<file path="config.mk">
export PLATFORM = sky130hd
export DESIGN_NAME = mat_disp_arbiter_flat
export DESIGN_NICKNAME = d
export VERILOG_FILES = /design/src/rtl/mat_disp_arbiter_if.sv /design/src/rtl/mat_disp_arbiter.sv /design/src/flat_wrapper.sv
export SDC_FILE = /design/constraint.sdc
export NUM_CORES = 1
export LEC_CHECK = 0
export ABC_AREA = 1
export CORE_MARGIN = 5
export CORE_UTILIZATION = 43
export DETAILED_ROUTE_END_ITERATION = 8
export GPL_ROUTABILITY_DRIVEN = 0
export PLACE_DENSITY = 0.94
export SLEW_MARGIN = 25
export SYNTH_ARGS = -nofsm -noshare
export SYNTH_HDL_FRONTEND = slang
export SYNTH_SLANG_ARGS = --single-unit
</file>
<file path="constraint.sdc">
create_clock -name clk -period 3.1 [get_ports clk]
set_input_delay 0.465 -clock clk [delete_from_list [all_inputs] [get_ports clk]]
set_output_delay 0.465 -clock clk [all_outputs]
set_load 0.1 [all_outputs]
</file>
<file path="src/rtl/mat_disp_arbiter_if.sv">
// Bundle between the two content producers, the arbiter and the matrix scan driver.
// Signal suffixes are named from the arbiter's side of the link.
interface mat_disp_arbiter_if;
  logic        frame_tick_i;
  logic        req0_i;
  logic [63:0] char0_i;
  logic        color0_i;
  logic        req1_i;
  logic [63:0] char1_i;
  logic        color1_i;
  logic [1:0]  gnt_o;
  logic [63:0] char_o;
  logic        color_o;
  logic        blank_o;
  logic [7:0]  frames_o;

  modport slave (
    input  frame_tick_i, req0_i, char0_i, color0_i, req1_i, char1_i, color1_i,
    output gnt_o, char_o, color_o, blank_o, frames_o
  );

  modport master (
    output frame_tick_i, req0_i, char0_i, color0_i, req1_i, char1_i, color1_i,
    input  gnt_o, char_o, color_o, blank_o, frames_o
  );
endinterface

</file>
<file path="src/rtl/mat_disp_arbiter.sv">
// Round-robin owner of the LED matrix scanner with a frame-counted minimum hold.
// All ownership and content changes land on frame_tick edges, so frames never tear.
module mat_disp_arbiter #(
  parameter int HOLD_FRAMES = 16
) (
  input logic               clk,
  input logic               rst,
  mat_disp_arbiter_if.slave bus
);

  typedef enum logic {IDLE = 1'b0, OWN = 1'b1} state_t;

  state_t      state_q;
  logic [1:0]  gnt_q;
  logic [63:0] char_q;
  logic        color_q;
  logic        blank_q;
  logic [7:0]  frames_q;
  logic        last_q;

  logic        owner_s;
  logic        own_req_s;
  logic        oth_req_s;
  logic        hold_done_s;
  logic        grant_s;
  logic        grant_idx_s;
  logic        reload_s;
  logic        clear_s;
  logic [7:0]  frames_inc_s;

  assign owner_s      = gnt_q[1];
  assign own_req_s    = owner_s ? bus.req1_i : bus.req0_i;
  assign oth_req_s    = owner_s ? bus.req0_i : bus.req1_i;
  // Compare against the unsaturated count so HOLD_FRAMES=255 still releases.
  assign hold_done_s  = ({1'b0, frames_q} + 9'd1) >= 9'(HOLD_FRAMES);
  assign frames_inc_s = (frames_q == 8'd255) ? 8'd255 : frames_q + 8'd1;

  // Decide what the next frame_tick edge does: grant/switch, reload, blank or hold.
  always_comb begin
    grant_s     = 1'b0;
    grant_idx_s = 1'b0;
    reload_s    = 1'b0;
    clear_s     = 1'b0;
    if (bus.frame_tick_i) begin
      case (state_q)
        IDLE: begin
          if (bus.req0_i && bus.req1_i) begin
            grant_s     = 1'b1;
            grant_idx_s = ~last_q;
          end else if (bus.req0_i) begin
            grant_s     = 1'b1;
            grant_idx_s = 1'b0;
          end else if (bus.req1_i) begin
            grant_s     = 1'b1;
            grant_idx_s = 1'b1;
          end else begin
            clear_s = 1'b1;
          end
        end
        OWN: begin
          if (own_req_s && !(oth_req_s && hold_done_s)) begin
            reload_s = 1'b1;
          end else if (oth_req_s) begin
            grant_s     = 1'b1;
            grant_idx_s = ~owner_s;
          end else begin
            clear_s = 1'b1;
          end
        end
        default: begin
          clear_s = 1'b1;
        end
      endcase
    end else begin
      grant_s = 1'b0;
    end
  end

  // State and registered scanner outputs; reset is immediate and drops the hold count.
  always_ff @(posedge clk or posedge rst) begin
    if (rst) begin
      state_q  <= IDLE;
      gnt_q    <= 2'b00;
      char_q   <= 64'd0;
      color_q  <= 1'b0;
      blank_q  <= 1'b1;
      frames_q <= 8'd0;
      last_q   <= 1'b1;
    end else if (grant_s) begin
      state_q  <= OWN;
      gnt_q    <= grant_idx_s ? 2'b10 : 2'b01;
      char_q   <= grant_idx_s ? bus.char1_i : bus.char0_i;
      color_q  <= grant_idx_s ? bus.color1_i : bus.color0_i;
      blank_q  <= 1'b0;
      frames_q <= 8'd0;
      last_q   <= grant_idx_s;
    end else if (reload_s) begin
      char_q   <= owner_s ? bus.char1_i : bus.char0_i;
      color_q  <= owner_s ? bus.color1_i : bus.color0_i;
      frames_q <= frames_inc_s;
    end else if (clear_s) begin
      state_q  <= IDLE;
      gnt_q    <= 2'b00;
      char_q   <= 64'd0;
      color_q  <= 1'b0;
      blank_q  <= 1'b1;
      frames_q <= 8'd0;
    end
  end

  assign bus.gnt_o    = gnt_q;
  assign bus.char_o   = char_q;
  assign bus.color_o  = color_q;
  assign bus.blank_o  = blank_q;
  assign bus.frames_o = frames_q;

endmodule

</file>
<file path="src/flat_wrapper.sv">
// flat-port wrapper written by rule: the top's interface ports become plain ports
module mat_disp_arbiter_flat 
#(
  parameter int HOLD_FRAMES = 16
)
  (clk, rst, bus_frame_tick_i, bus_req0_i, bus_char0_i, bus_color0_i, bus_req1_i, bus_char1_i, bus_color1_i, bus_gnt_o, bus_char_o, bus_color_o, bus_blank_o, bus_frames_o);
  mat_disp_arbiter_if bus_i ();
  input logic clk;
  input logic rst;
  input wire logic [$bits(bus_i.frame_tick_i)-1:0] bus_frame_tick_i;
  input wire logic [$bits(bus_i.req0_i)-1:0] bus_req0_i;
  input wire logic [$bits(bus_i.char0_i)-1:0] bus_char0_i;
  input wire logic [$bits(bus_i.color0_i)-1:0] bus_color0_i;
  input wire logic [$bits(bus_i.req1_i)-1:0] bus_req1_i;
  input wire logic [$bits(bus_i.char1_i)-1:0] bus_char1_i;
  input wire logic [$bits(bus_i.color1_i)-1:0] bus_color1_i;
  output wire logic [$bits(bus_i.gnt_o)-1:0] bus_gnt_o;
  output wire logic [$bits(bus_i.char_o)-1:0] bus_char_o;
  output wire logic [$bits(bus_i.color_o)-1:0] bus_color_o;
  output wire logic [$bits(bus_i.blank_o)-1:0] bus_blank_o;
  output wire logic [$bits(bus_i.frames_o)-1:0] bus_frames_o;
  assign bus_i.frame_tick_i = bus_frame_tick_i;
  assign bus_i.req0_i = bus_req0_i;
  assign bus_i.char0_i = bus_char0_i;
  assign bus_i.color0_i = bus_color0_i;
  assign bus_i.req1_i = bus_req1_i;
  assign bus_i.char1_i = bus_char1_i;
  assign bus_i.color1_i = bus_color1_i;
  assign bus_gnt_o = bus_i.gnt_o;
  assign bus_char_o = bus_i.char_o;
  assign bus_color_o = bus_i.color_o;
  assign bus_blank_o = bus_i.blank_o;
  assign bus_frames_o = bus_i.frames_o;
  mat_disp_arbiter #(.HOLD_FRAMES(HOLD_FRAMES)) u_core (.clk(clk), .rst(rst), .bus(bus_i));
endmodule
</file>
# Word level (Yosys, flattened, before mapping)
# Cells that the tools add are included.
dict set report word_totals {
  mem_bits_rw 0
  latchBits 0
  ff_bits 78
  out_inout_bits 76
  n_memories 0
  input_bits 135
  mem_bits_ro 0
}
dict set report classes {
  multipliers 0
  mux 48
  div_mod_pow 0
  eq_ne 2
  n_lt_le_gt_ge 1
  shifts 0
  reduce_logical 7
  bitwise_logic 3
  add_sub_neg 2
}
# operator n
set op_table {}
lappend op_table {{$mux 64} 5}
lappend op_table {{$mux 1} 32}
lappend op_table {{$mux 8} 4}
lappend op_table {{$add 8x1->9 const B} 1}
lappend op_table {{$ge 9x5->1 const B} 1}
lappend op_table {{$add 8x1->8 const B} 1}
lappend op_table {{$eq 8x8->1 const B} 1}
lappend op_table {{$mux 2} 4}
lappend op_table {{$pmux 1 s2} 3}
lappend op_table {{$logic_and 1x1->1} 3}
lappend op_table {{$not 1->1} 3}
lappend op_table {{$reduce_bool 3->1} 1}
lappend op_table {{$ne 2x1->1 const B} 1}
lappend op_table {{$reduce_and 2->1} 1}
lappend op_table {{$reduce_bool 2->1} 1}
lappend op_table {{$logic_not 1->1} 1}

# Longest topological paths before layout
dict set report depth {
  depth_word 11
  mapped_depth 16
  depth_no_buf 15
}

# Worst setup path before layout
# No wires, ideal clock.
dict set report synth_path {
  kind {register -> register}
  start {reg u_core.frames_q[1], in the netlist u_core.bus.frames_o[1]}
  end {reg u_core.char_q[41], in the netlist u_core.bus.char_o[41]}
  synth_period_minus_slack_ps 2649
  required_ps 2970
  stages_incl_launch_ff 17
  arrival_time_ps 2519
  path_slack_ps 451
  path_buffers 2
  cell_sequence {dfrtp_1 > ha_1 > nand2_2 > nor2_4 > inv_2 > nand2_1 > nand2_1 > nor2_1 > nand2_1 > nand2_2 > nand2_4 > nand2_8 > nor2_4 > buf_8 > buf_6 > nand2_1 > nand4_1}
}
dict set report synth_between {
  elab_chain_len 10
  word_cells_on_any_way 21
}
# item line_no
set synth_lines {}
lappend synth_lines {{from (decl)} mat_disp_arbiter.sv:18} ;# logic [7:0] frames_q;
lappend synth_lines {{from (signal assigned)} mat_disp_arbiter.sv:100} ;# frames_q <= frames_inc_s;
lappend synth_lines {{$add 8x1->9 *} mat_disp_arbiter.sv:35} ;# assign hold_done_s = ({1'b0, frames_q} + 9'd1) >= 9'(HOLD_FRAMES);
lappend synth_lines {{$ge 9x5->1 *} mat_disp_arbiter.sv:35}
lappend synth_lines {{$logic_and 1x1->1 *} mat_disp_arbiter.sv:61} ;# if (own_req_s && !(oth_req_s && hold_done_s)) begin
lappend synth_lines {{$logic_not 1->1 *} mat_disp_arbiter.sv:61}
lappend synth_lines {{$logic_and 1x1->1 *} mat_disp_arbiter.sv:61}
lappend synth_lines {{$mux 1} mat_disp_arbiter.sv:61}
lappend synth_lines {{$pmux 1 s2 or $mux 1 (tied branches)} mat_disp_arbiter.sv:45} ;# case (state_q)
lappend synth_lines {{$mux 1} mat_disp_arbiter.sv:44} ;# if (bus.frame_tick_i) begin
lappend synth_lines {{$mux 64, on equally long branches} {mat_disp_arbiter.sv:92, mat_disp_arbiter.sv:97}}
lappend synth_lines {{$mux 64} mat_disp_arbiter.sv:89} ;# end else if (grant_s) begin
lappend synth_lines {{to (signal assigned)} mat_disp_arbiter.sv:92} ;# char_q <= grant_idx_s ? bus.char1_i : bus.char0_i;
lappend synth_lines {{to (signal assigned)} mat_disp_arbiter.sv:98} ;# char_q <= owner_s ? bus.char1_i : bus.char0_i;
lappend synth_lines {{to (decl)} mat_disp_arbiter.sv:15} ;# logic [63:0] char_q;
# Mark *: on every way between the ends. The rest lies on a longest branch, timed or not.
# A chain may end at the register's enable or synchronous reset.

# Worst setup path after layout
dict set report layout_path {
  start {reg u_core.frames_q[1], in the netlist u_core.bus.frames_o[1]}
  end {reg u_core.char_q[51], in the netlist u_core.bus.char_o[51]}
}
# Same word-level chain as after synthesis.

==> impl_results.md <==
* DIE WIDTH at roughly 120 um
* Post-synthesis cell area at 0.00483 mm2
* Synth top cells by count: nand2_1, dfrtp_1, nand4_1, clkbuf_1, inv_1
* Dpl hpwl at approximately 11,000 um
* Share of layout cells above drive strength 1 at a little over an eighth
* Hold Slack at a little under 0.5 ns
* Sequential fraction of the synthesis area at 40.4%
* Pre-antenna DRT Iters at 5
* Top cells by area, synth: dfrtp_1, nand2_1, nand4_1, buf_8, clkbuf_1
* Power density cells at roughly 1300 mW/mm2
* CTS H-tree depth at 3
* CP bufs+invs at 1
* Port-buffer cells at 210
* Core box area at about 0.011 mm2
* DRT Wirelength at between 15,000 and 20,000 um
* Yosys reg bits at 78
* Syn Area/Cell at between 6 and 7 um2
* Worst slew pin tran at ~0.75 ns
* CP delay by family, top: simple AND/OR/NAND/NOR gates
* Final hold violations at 0
* Post-CTS Hold Buffers at 0
* Critical Path RT at about 3.4 ns
* First-pass GRT wire length at about 26,000 um
* WS Path Type: reg2reg
* Syn Inst Count at 736
* Fmax at ~420 MHz
* Worst Setup Start Kind: register
* CP max FO at 35
* Min-delay worst type: reg2reg
* Critical Path AT at ~2.7 ns
* Antenna viol nets, final at 0
* Synth unique cells at 30
* Clock Sinks at between 70 and 80
* I/O pin cnt at ~210
* CP endpoint kind: register
* Routed via count at 5,648
* Post-synth top area share at 39.3%
* Layout Skew at between 0.008 and 0.009 ns
* Antenna cells at 0
* Vias in the first global route at around 5.3k
* Post-synth EDFFs at 0
* Slew headroom at 50.1%
* Most numerous cell in the Yosys netlist: nand2_1
* Max-cap violations at 0
* Post-CTS Setup Inserts at 0
* Detailed-route DRC error count at 0
* Leak pwr at between 3 and 4 nW
* Synth warn at 0
* Most area-hungry cell type in the Yosys netlist: dfrtp_1
* Via/cell ratio at ~5.3
* Clk Tree Root Cell: clkbuf_16
* Status: complete, no violations
* Util after Layout at between 60% and 70%
* Fin crit share at around three quarters
* Most Frequent Cell on Critical Path: nand2_1
* Slowest CP cell: dfrtp_1
* Crit path time final at 2.38 ns
* Post-synth top flop: dfrtp_1
* Initial DRC Count at 610
* Clock transition at the registers of the reported paths at around 0.06 ns
* Worst path max stage delay at roughly 0.47 ns
* Syn nets at 873
* Antenna violations before repair at 0
* Worst path cell trace: ha_1, nand2_2, nor2_4, nand2_1, nand2_1, nor2_1, nand2_1, nand2_2, nand2_4, nand2_8, nor2_4, buf_4, nand2_1, nand4_1
* Final net count at ~1.1k
* Row count at 38
* Skew-Pair Late Insertion Delay at 0.33 ns
* Die Footprint at 0.0135 mm2
* Wirelength per Cell at 15.2 um
* Chip height at between 100 and 150 um
* Worst VDD drop at a little under 0.0009 V
* Final setup vio count at 0
* Initial Utilization at 44.2%
* Post-CTS Resized at 0
* GRT Total Usage at 23.7%
* Pin count of the biggest net entering global routing at 66
* Slew Limit Fails at 0
* CTS buffer count at 9
* Area growth syn-to-layout at 46.9%
* CTS tree: done
* Total grt overflow at 0
* Setup TNS at 0 ns
* Share of flip-flops with an asynchronous set or reset at between 90% and 100%
* Clk buf depth at 2
* RSZ-0062 raised after global routing: false
[per-layer routing]
metal	wire length, um	track usage (%)
met5	0	0
met4	404	9.74
met3	1520	4.75
met2	7780	38.4
met1	6530	31.2
[cell families after synthesis]
kind of cell | after synthesis | synth area share (%)
AND/OR/NAND/NOR | 569 | 49.1
flip-flops | 78 | 40.4
buffers and inverters | 61 | 6.89
AO/OA/AOI/OAI | 26 | 3.11
adder cells (fa/ha/maj) | 2 | 0.518
[cell usage in the layout, fill, tap and decap left out, drive strengths merged, types with 2 or more instances in the layout]
cell / n
nand2: 480
bufinv: 2
a21oi: 3
inv: 16
clkinv: 2
nor2: 15
clkbuf: 13
dfrtp: 76
ha: 2
nand3: 5
nand4: 66
clkdlybuf4s50: 134
buf: 89
dfstp: 2
o21ai: 17
nor3: 2
[registers in the layout, indices dropped and copies added, names as in the netlist]
register / flops
u_core.state_q: 1
u_core.bus.color_o: 1
u_core.bus.gnt_o: 2
u_core.bus.blank_o: 1
u_core.bus.frames_o: 8
u_core.bus.char_o: 64
u_core.last_q: 1
[cell type report]
cell class	count	area [um2]
inverters	17	65.1
repair buffers	223	2020
fillers	975	3840
clock inverters	3	65.1
well taps	140	175
flip-flops and latches	78	1960
multi-input cells	597	2550
clock buffers	13	270
[power by group]
group | switching (mW) | internal [mW]
registers | 0.325 | 1.50
logic | 4.66 | 1.23
clock network | 0.414 | 0.771
[worst min-delay path: cells and delay by family, from the launching register on]
| kind | cells | cell delay, ns |
|---|---|---|
| flip-flops | 1 | 0.37 |
| AND/OR/NAND/NOR | 2 | 0.11 |
[metrics by stage]
stage                     instance area [um2]  total power [mW]  worst slack [ns]  instances
after CTS                                7100              8.94             0.743       1071
after global routing                     7100              9.30             0.545       1071
after floorplan                          4830              6.38             0.451        736
after global placement                   6760              7.66             0.533       1055
after detailed placement                 6760              7.73             0.474       1055
final                                    7100              8.89             0.716       1071
[final timing paths]
| path | start | end | slack [ns] | cells after the start |
|---|---|---|---|---|
| setup / recovery | u_core.bus.frames_o[1] | u_core.bus.char_o[51] | 0.72 | 14 |
| hold / removal | u_core.last_q | u_core.last_q | 0.49 | 2 |
| setup reg to reg | u_core.bus.frames_o[1] | u_core.bus.char_o[51] | 0.72 | 14 |
| hold reg to reg | u_core.last_q | u_core.last_q | 0.49 | 2 |
| max in group asynchronous | rst | u_core.bus.char_o[49] | 1.82 | 3 |
| min in group asynchronous | rst | u_core.bus.char_o[38] | 0.56 | 2 |
Power figures use the tool's default switching activity.
